### src/rtl/vector_operand_collector.sv
// Vector operand collector: accepts one instruction's source specifiers,
// issues one to three in-order reads to the vector register file, gathers
// the returned rows (and the v0 mask when masked) and hands the bundle to
// the lanes.
//
// Handshake semantics (both the issue side and the lane side):
//   a transfer happens on a rising clock edge where valid && ready are both
//   high; valid never depends combinationally on ready on the producing side,
//   and once out_valid is raised the bundle is held stable until out_ready.
//   The read port uses rd_req/rd_gnt the same way: rd_idx is held while
//   rd_req && !rd_gnt, and responses (rd_rvalid) come back in request order.
module vector_operand_collector #(
    parameter int NUM_ELEMENTS = 32,
    parameter int ELEM_W       = 16,
    parameter int VREG_IDX_W   = 5,
    parameter int TAG_W        = 4
) (
    input  logic                           CLK,
    input  logic                           nRST,
    input  logic                           in_valid,
    output logic                           in_ready,
    input  logic [VREG_IDX_W-1:0]          in_vs1,
    input  logic [VREG_IDX_W-1:0]          in_vs2,
    input  logic                           in_use_vs2,
    input  logic                           in_vm,
    input  logic [TAG_W-1:0]               in_tag,
    output logic                           rd_req,
    output logic [VREG_IDX_W-1:0]          rd_idx,
    input  logic                           rd_gnt,
    input  logic                           rd_rvalid,
    input  logic [NUM_ELEMENTS*ELEM_W-1:0] rd_rdata,
    output logic                           out_valid,
    input  logic                           out_ready,
    output logic [NUM_ELEMENTS*ELEM_W-1:0] out_vs1,
    output logic [NUM_ELEMENTS*ELEM_W-1:0] out_vs2,
    output logic [NUM_ELEMENTS-1:0]        out_mask,
    output logic [TAG_W-1:0]               out_tag,
    output logic                           busy,
    output logic                           err_spurious,
    output logic [1:0]                     state_dbg
);

    localparam int ROW_W = NUM_ELEMENTS * ELEM_W;

    typedef enum logic [1:0] {
        IDLE  = 2'd0,
        ISSUE = 2'd1,
        WAIT  = 2'd2,
        VALID = 2'd3
    } state_t;

    // Destination of each entry in the read list.
    typedef enum logic [1:0] {
        SLOT_VS1  = 2'd0,
        SLOT_VS2  = 2'd1,
        SLOT_MASK = 2'd2
    } slot_t;

    state_t                state;
    state_t                state_next;

    // Latched read list: register index and destination per entry.
    logic [VREG_IDX_W-1:0] list_idx  [3];
    slot_t                 list_slot [3];
    logic [1:0]            list_len;
    logic                  dup;

    // Read list computed from the incoming request.
    logic [VREG_IDX_W-1:0] new_idx   [3];
    slot_t                 new_slot  [3];
    logic [1:0]            new_len;

    // issue_cnt counts grants, resp_cnt counts accepted responses.
    logic [1:0]            issue_cnt;
    logic [1:0]            resp_cnt;
    logic [1:0]            resp_cnt_next;

    logic                  accept;
    logic                  grant;
    logic                  resp_ok;
    logic                  spurious;
    logic                  last_grant;
    slot_t                 resp_slot;

    assign in_ready  = (state == IDLE) || ((state == VALID) && out_ready);
    assign accept    = in_valid && in_ready;
    assign rd_req    = (state == ISSUE);
    assign grant     = rd_req && rd_gnt;
    // A response is only legal while some granted read is still unanswered.
    assign resp_ok   = rd_rvalid && (resp_cnt < issue_cnt);
    assign spurious  = rd_rvalid && !resp_ok;
    assign resp_cnt_next = resp_cnt + {1'b0, resp_ok};
    assign last_grant    = grant && ((issue_cnt + 2'd1) == list_len);
    assign out_valid = (state == VALID);
    assign busy      = (state != IDLE);
    assign state_dbg = state;

    // Build the ordered read list: vs1, then a distinct vs2, then v0 for the mask.
    always_comb begin
        new_idx[0]  = in_vs1;
        new_slot[0] = SLOT_VS1;
        new_idx[1]  = '0;
        new_slot[1] = SLOT_MASK;
        new_idx[2]  = '0;
        new_slot[2] = SLOT_MASK;
        new_len     = 2'd1;
        if (in_use_vs2 && (in_vs2 != in_vs1)) begin
            new_idx[1]  = in_vs2;
            new_slot[1] = SLOT_VS2;
            new_len     = 2'd2;
            if (in_vm) begin
                new_idx[2]  = '0;
                new_slot[2] = SLOT_MASK;
                new_len     = 2'd3;
            end
        end else if (in_vm) begin
            new_idx[1]  = '0;
            new_slot[1] = SLOT_MASK;
            new_len     = 2'd2;
        end
    end

    // Select the register index for the read currently being requested.
    always_comb begin
        rd_idx = '0;
        case (issue_cnt)
            2'd0:    rd_idx = list_idx[0];
            2'd1:    rd_idx = list_idx[1];
            2'd2:    rd_idx = list_idx[2];
            default: rd_idx = '0;
        endcase
    end

    // Select the destination slot of the response being returned.
    always_comb begin
        resp_slot = SLOT_VS1;
        case (resp_cnt)
            2'd0:    resp_slot = list_slot[0];
            2'd1:    resp_slot = list_slot[1];
            2'd2:    resp_slot = list_slot[2];
            default: resp_slot = SLOT_VS1;
        endcase
    end

    // State register.
    always_ff @(posedge CLK or negedge nRST) begin
        if (!nRST) begin
            state <= IDLE;
        end else begin
            state <= state_next;
        end
    end

    // Next-state logic; VALID can hand straight back to ISSUE with no bubble.
    always_comb begin
        state_next = state;
        case (state)
            IDLE: begin
                if (accept) begin
                    state_next = ISSUE;
                end
            end
            ISSUE: begin
                if (last_grant) begin
                    state_next = (resp_cnt_next == list_len) ? VALID : WAIT;
                end
            end
            WAIT: begin
                if (resp_cnt_next == list_len) begin
                    state_next = VALID;
                end
            end
            VALID: begin
                if (out_ready) begin
                    state_next = accept ? ISSUE : IDLE;
                end
            end
            default: state_next = IDLE;
        endcase
    end

    // Latch the read list and instruction attributes at accept.
    always_ff @(posedge CLK or negedge nRST) begin
        if (!nRST) begin
            for (int i = 0; i < 3; i++) begin
                list_idx[i]  <= '0;
                list_slot[i] <= SLOT_VS1;
            end
            list_len <= 2'd0;
            dup      <= 1'b0;
        end else if (accept) begin
            for (int i = 0; i < 3; i++) begin
                list_idx[i]  <= new_idx[i];
                list_slot[i] <= new_slot[i];
            end
            list_len <= new_len;
            dup      <= in_use_vs2 && (in_vs2 == in_vs1);
        end
    end

    // Grant and response counters; both restart at every accept.
    always_ff @(posedge CLK or negedge nRST) begin
        if (!nRST) begin
            issue_cnt <= 2'd0;
            resp_cnt  <= 2'd0;
        end else if (accept) begin
            issue_cnt <= 2'd0;
            resp_cnt  <= 2'd0;
        end else begin
            if (grant) begin
                issue_cnt <= issue_cnt + 2'd1;
            end
            resp_cnt <= resp_cnt_next;
        end
    end

    // Operand bundle: defaults applied at accept, rows written as they return.
    always_ff @(posedge CLK or negedge nRST) begin
        if (!nRST) begin
            out_vs1  <= '0;
            out_vs2  <= '0;
            out_mask <= '0;
            out_tag  <= '0;
        end else if (accept) begin
            out_tag <= in_tag;
            if (!in_vm) begin
                out_mask <= '1;
            end
            if (!in_use_vs2) begin
                out_vs2 <= '0;
            end
        end else if (resp_ok) begin
            case (resp_slot)
                SLOT_VS1: begin
                    out_vs1 <= rd_rdata;
                    if (dup) begin
                        out_vs2 <= rd_rdata;
                    end
                end
                SLOT_VS2:  out_vs2  <= rd_rdata;
                SLOT_MASK: out_mask <= rd_rdata[NUM_ELEMENTS-1:0];
                default:   out_vs1  <= out_vs1;
            endcase
        end
    end

    // Sticky flag for a response with nothing outstanding; only reset clears it.
    always_ff @(posedge CLK or negedge nRST) begin
        if (!nRST) begin
            err_spurious <= 1'b0;
        end else if (spurious) begin
            err_spurious <= 1'b1;
        end
    end

    // Keep the unused width constant referenced for readers of the bundle size.
    logic unused_row_w;
    assign unused_row_w = (ROW_W == 0);

endmodule
### config.mk
export PLATFORM = sky130hd
export DESIGN_NAME = vector_operand_collector
export DESIGN_NICKNAME = d
export VERILOG_FILES = /design/src/rtl/vector_operand_collector.sv
export SDC_FILE = /design/constraint.sdc
export NUM_CORES = 1
export LEC_CHECK = 0
export CORE_AREA = 2 2 625 627
export CTS_CLUSTER_SIZE = 24
export DETAILED_ROUTE_END_ITERATION = 6
export DIE_AREA = 0 0 627 629
export GPL_TIMING_DRIVEN = 0
export PLACE_DENSITY = 0.36
export RECOVER_POWER = 50
export REMOVE_ABC_BUFFERS = 1
export SETUP_SLACK_MARGIN = 0.15
export SLEW_MARGIN = 20
export SYNTH_ARGS = -nofsm -noshare
export SYNTH_HDL_FRONTEND = slang
export SYNTH_SLANG_ARGS = --single-unit
### constraint.sdc
create_clock -name CLK -period 2.5 [get_ports CLK]
set_clock_uncertainty 0.05 [all_clocks]
set_input_delay 0.75 -clock CLK [delete_from_list [all_inputs] [get_ports CLK]]
set_output_delay 0.75 -clock CLK [all_outputs]
set_load 0.02 [all_outputs]
==> summary.txt, run 1 <==
STA
  – Final Hold Slack: -0.200 ns
  – Final Cycle Share: 1.26
  – RSZ-0062 raised after global routing: yes
  – Normalized max-slew margin: -0.0691
  – Min Tclk post-route: 3.15 ns
  – Final Slew Violations: 56
  – Worst setup margin: -0.652 ns
  – Least-Margin Pin Slew: 1.60 ns
  – Setup Viol. Count Final: 1,284
  – Final Hold Fails: 75
  – Maximum clock rate: 317 MHz

Synthesis
  – Avg Cell Area, Syn: 12.8 um^2
  – Syn Inst Count: 3,493
  – Synth unique cells: 40
  – Synth area leader: dfrtp_1
  – Synth Register Bits: 1,083
  – Synth top area cells: dfrtp_1, mux2i_1, mux2_1
  – Most numerous cell in the Yosys netlist: dfrtp_1
  – Top cell type's share of synthesized area: 0.607
  – Synthesized area: 44,600 um^2
  – Number of enable flip-flop cells after synthesis: 0
  – Fraction of the yosys area taken by sequential cells: 0.607
  – Ys Warns: 0
  – Async set or reset register ratio after synthesis: 1.00
  – Most frequent cells after synthesis: dfrtp_1, nand2_1, mux2i_1
  – Main synth FF type: dfrtp_1

Routing
  – Residual DRC: 0
  – Via density: 3.33
  – Initial drt markers: 1,789
  – ANT nets after route: 0
  – WL final: 305,000 um
  – Vias post-DR: 36,400
  – Routed len/inst: 27.9 um
  – DRT Pass-1 Iters: 5

Clock tree
  – Root buffer cell: clkbuf_16
  – CTS tree: built
  – CTS Buffer Depth: 4
  – Worst skew pair latency: 0.80 ns
  – CTS H-Tree Depth: 4
  – Clock sink count: 1,083
  – Num CTS Buffers: 152
  – Worst-path clk slew: 0.06 ns

Critical path
  – Reg2reg setup slack: -0.65 ns
  – Setup crit start kind: flip-flop
  – Crit path max fanout: 8
  – Data arrival, critical path: 3.86 ns
  – Req. time, crit path: 3.21 ns
  – Crit path capture type: flip-flop
  – Crit path kind: flip-flop to flip-flop

Floorplanning
  – Core area: 388,000 um^2
  – Top Ports: 1,606
  – Starting Density: 0.115
  – Site row count: 229
  – Die Area: 394,000 um^2
  – Die width: 627 um
  – Die H: 629 um

Run status
  – Violated checks: hold timing, capacitance limit, slew limit, setup timing
  – Status: finished with violations

Final layout
  – Multi-input logic area: 15,700 um^2
  – Design area: 79,300 um^2
  – Post-synthesis to final-layout area growth: 77.7%
  – Layout cells sized above 1: 0.300
  – Count of nets after finishing: 6,140
  – Layout fillers: 42,100
  – Register area: 27,100 um^2

Power and ir drop
  – PwrDens: 1300 nW/um^2
  – Maximum VDD drop: 0.000580 V
  – Total Power: 103,000 uW
  – Static leakage: 0.0421 uW

Placed design
  – GPL Wtd Cong: 0.859
  – HPWL after detailed placement: 235,000 um
  – Area post-placement: 67,600 um^2
  – Pre-CTS setup slack: -3.33 ns
  – I/O Buffers: 1,605

GRT
  – Total congestion overflow: 0
  – Total GRT Usage: 0.142
  – Initial antenna violation count: 244
  – Vias in the first global route: 36,200
  – First-pass GRT wire length: 373,000 um
  – Largest net degree at the start of global routing: 131

Min path
  – HP Class: input pin to asynchronous set/reset pin

Job
  – Max-Cap Viols: 1
## per-layer routing
metal	up-vias	wire, um	global-route usage
met5	-	920	0
met4	138	12900	0.0396
met3	749	36400	0.0775
met2	1555	143000	0.242
met1	18500	112000	0.148
li1	15500	-	-
## final timing paths
path / startpoint / end / cells after the start
max: resp_cnt[0] / out_vs2[113] / 20
min in group CLK: in_tag[0] / out_tag[0] / 3
min reg2reg: out_tag[2] / out_tag[2] / 2
max in group asynchronous: nRST / out_mask[13] / 6
min: nRST / out_vs1[127] / 1
max reg2reg: resp_cnt[0] / out_vs2[113] / 20
## cell families (layout without fill, tap and decap cells)
kind of cell | after synthesis | count (layout) | synth area share
fa+ha+maj | 12 | 12 | 0.00337
xor+xnor | 11 | 11 | 0.00247
mux | 1058 | 1058 | 0.252
flops | 1083 | 1083 | 0.607
other cells | 0 | 47 | 0
compound gates | 26 | 26 | 0.00452
buf+inv | 703 | 2914 | 0.0791
simple gates | 600 | 602 | 0.0514
## cell usage in the layout (no fill, tap or decap), types with 7 or more instances in the layout
master / n
dfrtp_2: 12
mux2i_1: 532
buf_4: 137
mux2_1: 121
inv_1: 519
buf_2: 11
mux2i_2: 11
clkdlybuf4s50_1: 542
mux2_4: 389
buf_16: 54
buf_8: 45
buf_12: 130
clkbuf_8: 39
clkbuf_4: 10
clkbuf_16: 192
clkbuf_1: 42
nand2_1: 548
buf_6: 129
clkinv_2: 10
dfrtp_1: 1071
clkbuf_2: 490
ha_4: 7
diode_2: 47
dlymetal6s2s_1: 536
a22o_1: 10
nor2_1: 37
## critical path: stages (launching register included)
cell	delay, ns
dfrtp_1	0.46
inv_1	0.08
ha_1	0.20
a22oi_1	0.20
nor2_2	0.09
nor4b_4	0.27
buf_6	0.17
buf_8	0.10
buf_8	0.10
buf_12	0.10
buf_12	0.10
buf_12	0.11
buf_12	0.10
buf_12	0.11
buf_12	0.12
buf_12	0.10
buf_12	0.10
buf_8	0.10
buf_12	0.12
buf_12	0.14
mux2i_1	0.20
## repair_timing
action                     in CTS  in global routing
pin swaps                       5                 10
gates resized for setup       334               2272
hold endpoints to repair       75                 75
setup endpoints to repair    2433               2410
cloned                         19                 54
buffers inserted              118                204
## sequential cells by signal, indices dropped and copies added, names as in the netlist
name	cells
resp_cnt	2
state_dbg	2
list_len	2
out_vs2	512
dup	1
out_vs1	512
err_spurious	1
out_tag	4
issue_cnt	2
list_slot	3
list_idx	10
out_mask	32
## stage by stage
stage	setup TNS, ns	cells	util
finish	-409.47	11000	0.205
global route	-634.93	10900	0.204
CTS	-668.60	10600	0.194
detailed placement	-2402.44	10200	0.174
global placement	-	10100	0.169
floorplan	-	3313	-
## cell type report
| cell class | count | share of cell area |
|---|---|---|
| clock buffer | 236 | 0.0577 |
| clock inverter | 30 | 0.00475 |
| multi-input combinational | 1709 | 0.198 |
| timing repair buffer | 2125 | 0.289 |
| sequential | 1083 | 0.342 |
| antenna | 47 | 0.00148 |
| inverter | 523 | 0.0248 |
| tap | 5197 | 0.0820 |
## where the power goes
group / switching (uW) / total (uW) / internal [uW]
sequential: 4200 / 29300 / 25100
clock: 9120 / 22100 / 12900
combinational: 27700 / 52000 / 24300
(Power assumes the default switching activity.)
==> run 2: changes to the inputs <==
Settings changed: CORE_AREA 2 2 625 627 to 2 2 630 632, DIE_AREA 0 0 627 629 to 0 0 632 634, GPL_TIMING_DRIVEN 0 to 1.
==> run 2 against run 1 <==
  * The run ends with setup timing left
  * Via count is 2.3% lower
  * Clock power is essentially flat
  * Cell area fell by 8.8%
  * Core utilization is 2.1 points lower
  * Largest cell class unchanged
  * Highest routed layer unchanged
==> summary.txt, run 2 (same netlist as run 1, synthesis figures left out) <==
STA
  – Normalized max-slew margin: 0.0989
  – Worst setup margin: -0.217 ns
  – Maximum clock rate: 368 MHz
  – Setup tns final: -51.96 ns
  – Final Hold Slack: 0.424 ns
  – Setup Viol. Count Final: 769
  – Min Tclk post-route: 2.72 ns
  – Least-Margin Pin Slew: 1.35 ns
  – RSZ-0062 raised after global routing: yes
  – Final Slew Violations: 0
  – Final Cycle Share: 1.09
  – Final Hold Fails: 0

Critical path
  – Critical path's most frequent cell: buf_6
  – Crit path capture type: output pin
  – Crit path kind: flip-flop to output pin
  – Crit path max fanout: 5
  – Data arrival, critical path: 1.92 ns
  – Req. time, crit path: 1.70 ns
  – Reg2reg setup slack: -0.17 ns
  – CP peak stage delay: 0.36 ns
  – Worst-path cell with the longest stage delay: dfrtp_1
  – Cell Chain, Critical Path: inv_2, ha_2, buf_6, a22o_1, buf_6
  – R2R cell count: 13
  – CP Buf/Inv Count: 3
  – Setup crit start kind: flip-flop
  – FF-to-FF End: out_vs2[33]
  – Delay-heaviest family, CP: flip-flops
  – RR Startpoint: state_dbg[0]

Placed design
  – GPL Wtd Cong: 0.864
  – I/O Buffers: 1,605
  – HPWL after detailed placement: 247,000 um
  – Post-Place Cells: 10,400

GRT
  – Vias in the first global route: 36,700
  – Total GRT Usage: 0.143
  – Initial antenna violation count: 236
  – First-pass GRT wire length: 380,000 um
  – Largest net degree at the start of global routing: 118
  – Total congestion overflow: 0

Min path
  – Hold Path Stages: 1
  – Hold EP: list_slot[1]
  – Beginning of the worst hold path: list_slot[1]
  – HP Class: flip-flop to flip-flop

Job
  – Max-Cap Viols: 0

Power and ir drop
  – Total Power: 94,400 uW
  – PwrDens: 1310 nW/um^2
  – Maximum VDD drop: 0.000578 V
  – Static leakage: 0.0335 uW

Final layout
  – Register area: 27,100 um^2
  – Largest regs: out_vs1 (512), out_vs2 (512), out_mask (32)
  – Count of nets after finishing: 5,994
  – Layout Cells excl Fill: 10,900
  – Fin util: 0.183
  – Most common cell after layout, fill and taps aside: dfrtp_1
  – Commonest non-fill, non-tap cells in the layout: dfrtp_1, buf_2, nand2_1
  – Layout fillers: 43,700
  – Post-synthesis to final-layout area growth: 62.1%
  – Layout cells sized above 1: 0.321
  – Multi-input logic area: 14,200 um^2

Clock tree
  – Worst-path clk slew: 0.05 ns
  – Worst skew pair latency: 0.82 ns
  – Clock sink count: 1,083
  – CTS H-Tree Depth: 4
  – CTS tree: built
  – Hold Buf Count CTS: 0
  – Root buffer cell: clkbuf_16
  – Num CTS Buffers: 151
  – CTS Buffer Depth: 4

Routing
  – DRT Pass-1 Iters: 5
  – Via density: 3.28
  – Routed len/inst: 28.6 um
  – WL final: 311,000 um
  – Initial drt markers: 1,785
  – Vias post-DR: 35,600
  – Residual DRC: 0
  – ANT nets after route: 0

Floorplanning
  – Die H: 634 um
  – Core area: 394,000 um^2
  – Starting Density: 0.113
  – Die Area: 401,000 um^2
  – Die width: 632 um
  – Site row count: 231
  – Top Ports: 1,606

Run status
  – Violated checks: setup timing
  – Status: finished with violations
==> run 2: changes by cell type in the layout (fill, tap and decap cells not counted), moves of 46 or more <==
cell,previous run,this run
buf_6,129,73
clkbuf_2,490,11
mux2_4,389,27
buf_4,137,183
buf_2,11,914
mux2_1,121,453
clkdlybuf4s15_2,1,47
dlymetal6s2s_1,536,0
==> run 2: how the worst max path moves through the flow <==
stage            startpoint      endpoint  slack (ns)  cells past startpoint
2_1_floorplan  state_dbg[0]    out_vs2[0]      -40.21                      5
3_3_place_gp      rd_rvalid  out_vs1[439]       -0.83                      8
3_5_place_dp      rd_rvalid  out_vs2[411]       -0.87                      9
4_1_cts        issue_cnt[1]     rd_idx[1]       -0.33                      5
5_1_grt        issue_cnt[1]     rd_idx[1]       -0.37                      5
6_report       issue_cnt[1]     rd_idx[1]       -0.22                      5
==> run 2: timing repair <==
action                      CTS  global route
setup endpoints to repair  2067          1075
setup buffers                29            45
pin swaps                    11             6
resized for setup          4981           137
cloned                       11            68
==> run 2: worst register-to-register path, delay by kind of cell (launching register included) <==
kind / cells / cell delay, ns
AOI/OAI and AO/OA: 1 / 0.17
adders and majority gates: 1 / 0.16
buffers and inverters: 8 / 1.15
DFF: 1 / 0.40
muxes: 1 / 0.18
and+or+nand+nor: 2 / 0.44
==> run 2: per-layer routing <==
| metal | routed length, um | global-route usage |
|---|---|---|
| met2 | 153000 | 0.248 |
| met5 | 926 | 0 |
| met4 | 10700 | 0.0441 |
| met1 | 110000 | 0.147 |
| met3 | 36100 | 0.0790 |
==> run 2: where the power goes <==
part / total [uW] / internal (uW) / switching (uW)
clock network: 21800 / 12800 / 9000
registers: 29500 / 25100 / 4450
logic: 43100 / 17000 / 26100
total: 94400 / 54900 / 39500
==> run 2: stage by stage <==
stage / setup slack, ns / cell area (um^2)
6_report: -0.217 / 72300
5_1_grt: -0.365 / 72200
4_1_cts: -0.329 / 69600
3_5_place_dp: -0.874 / 68300
3_3_place_gp: -0.826 / 68300
2_1_floorplan: -40.21 / 43100
==> run 2: final cells by class <==
class,count,share of cell area
Inverter,523,0.0272
Multi-Input combinational cell,1707,0.197
Tap cell,5242,0.0907
Clock buffer,217,0.0614
Timing Repair Buffer,1982,0.240
Antenna cell,73,0.00253
Clock inverter,47,0.00612
Sequential cell,1083,0.375
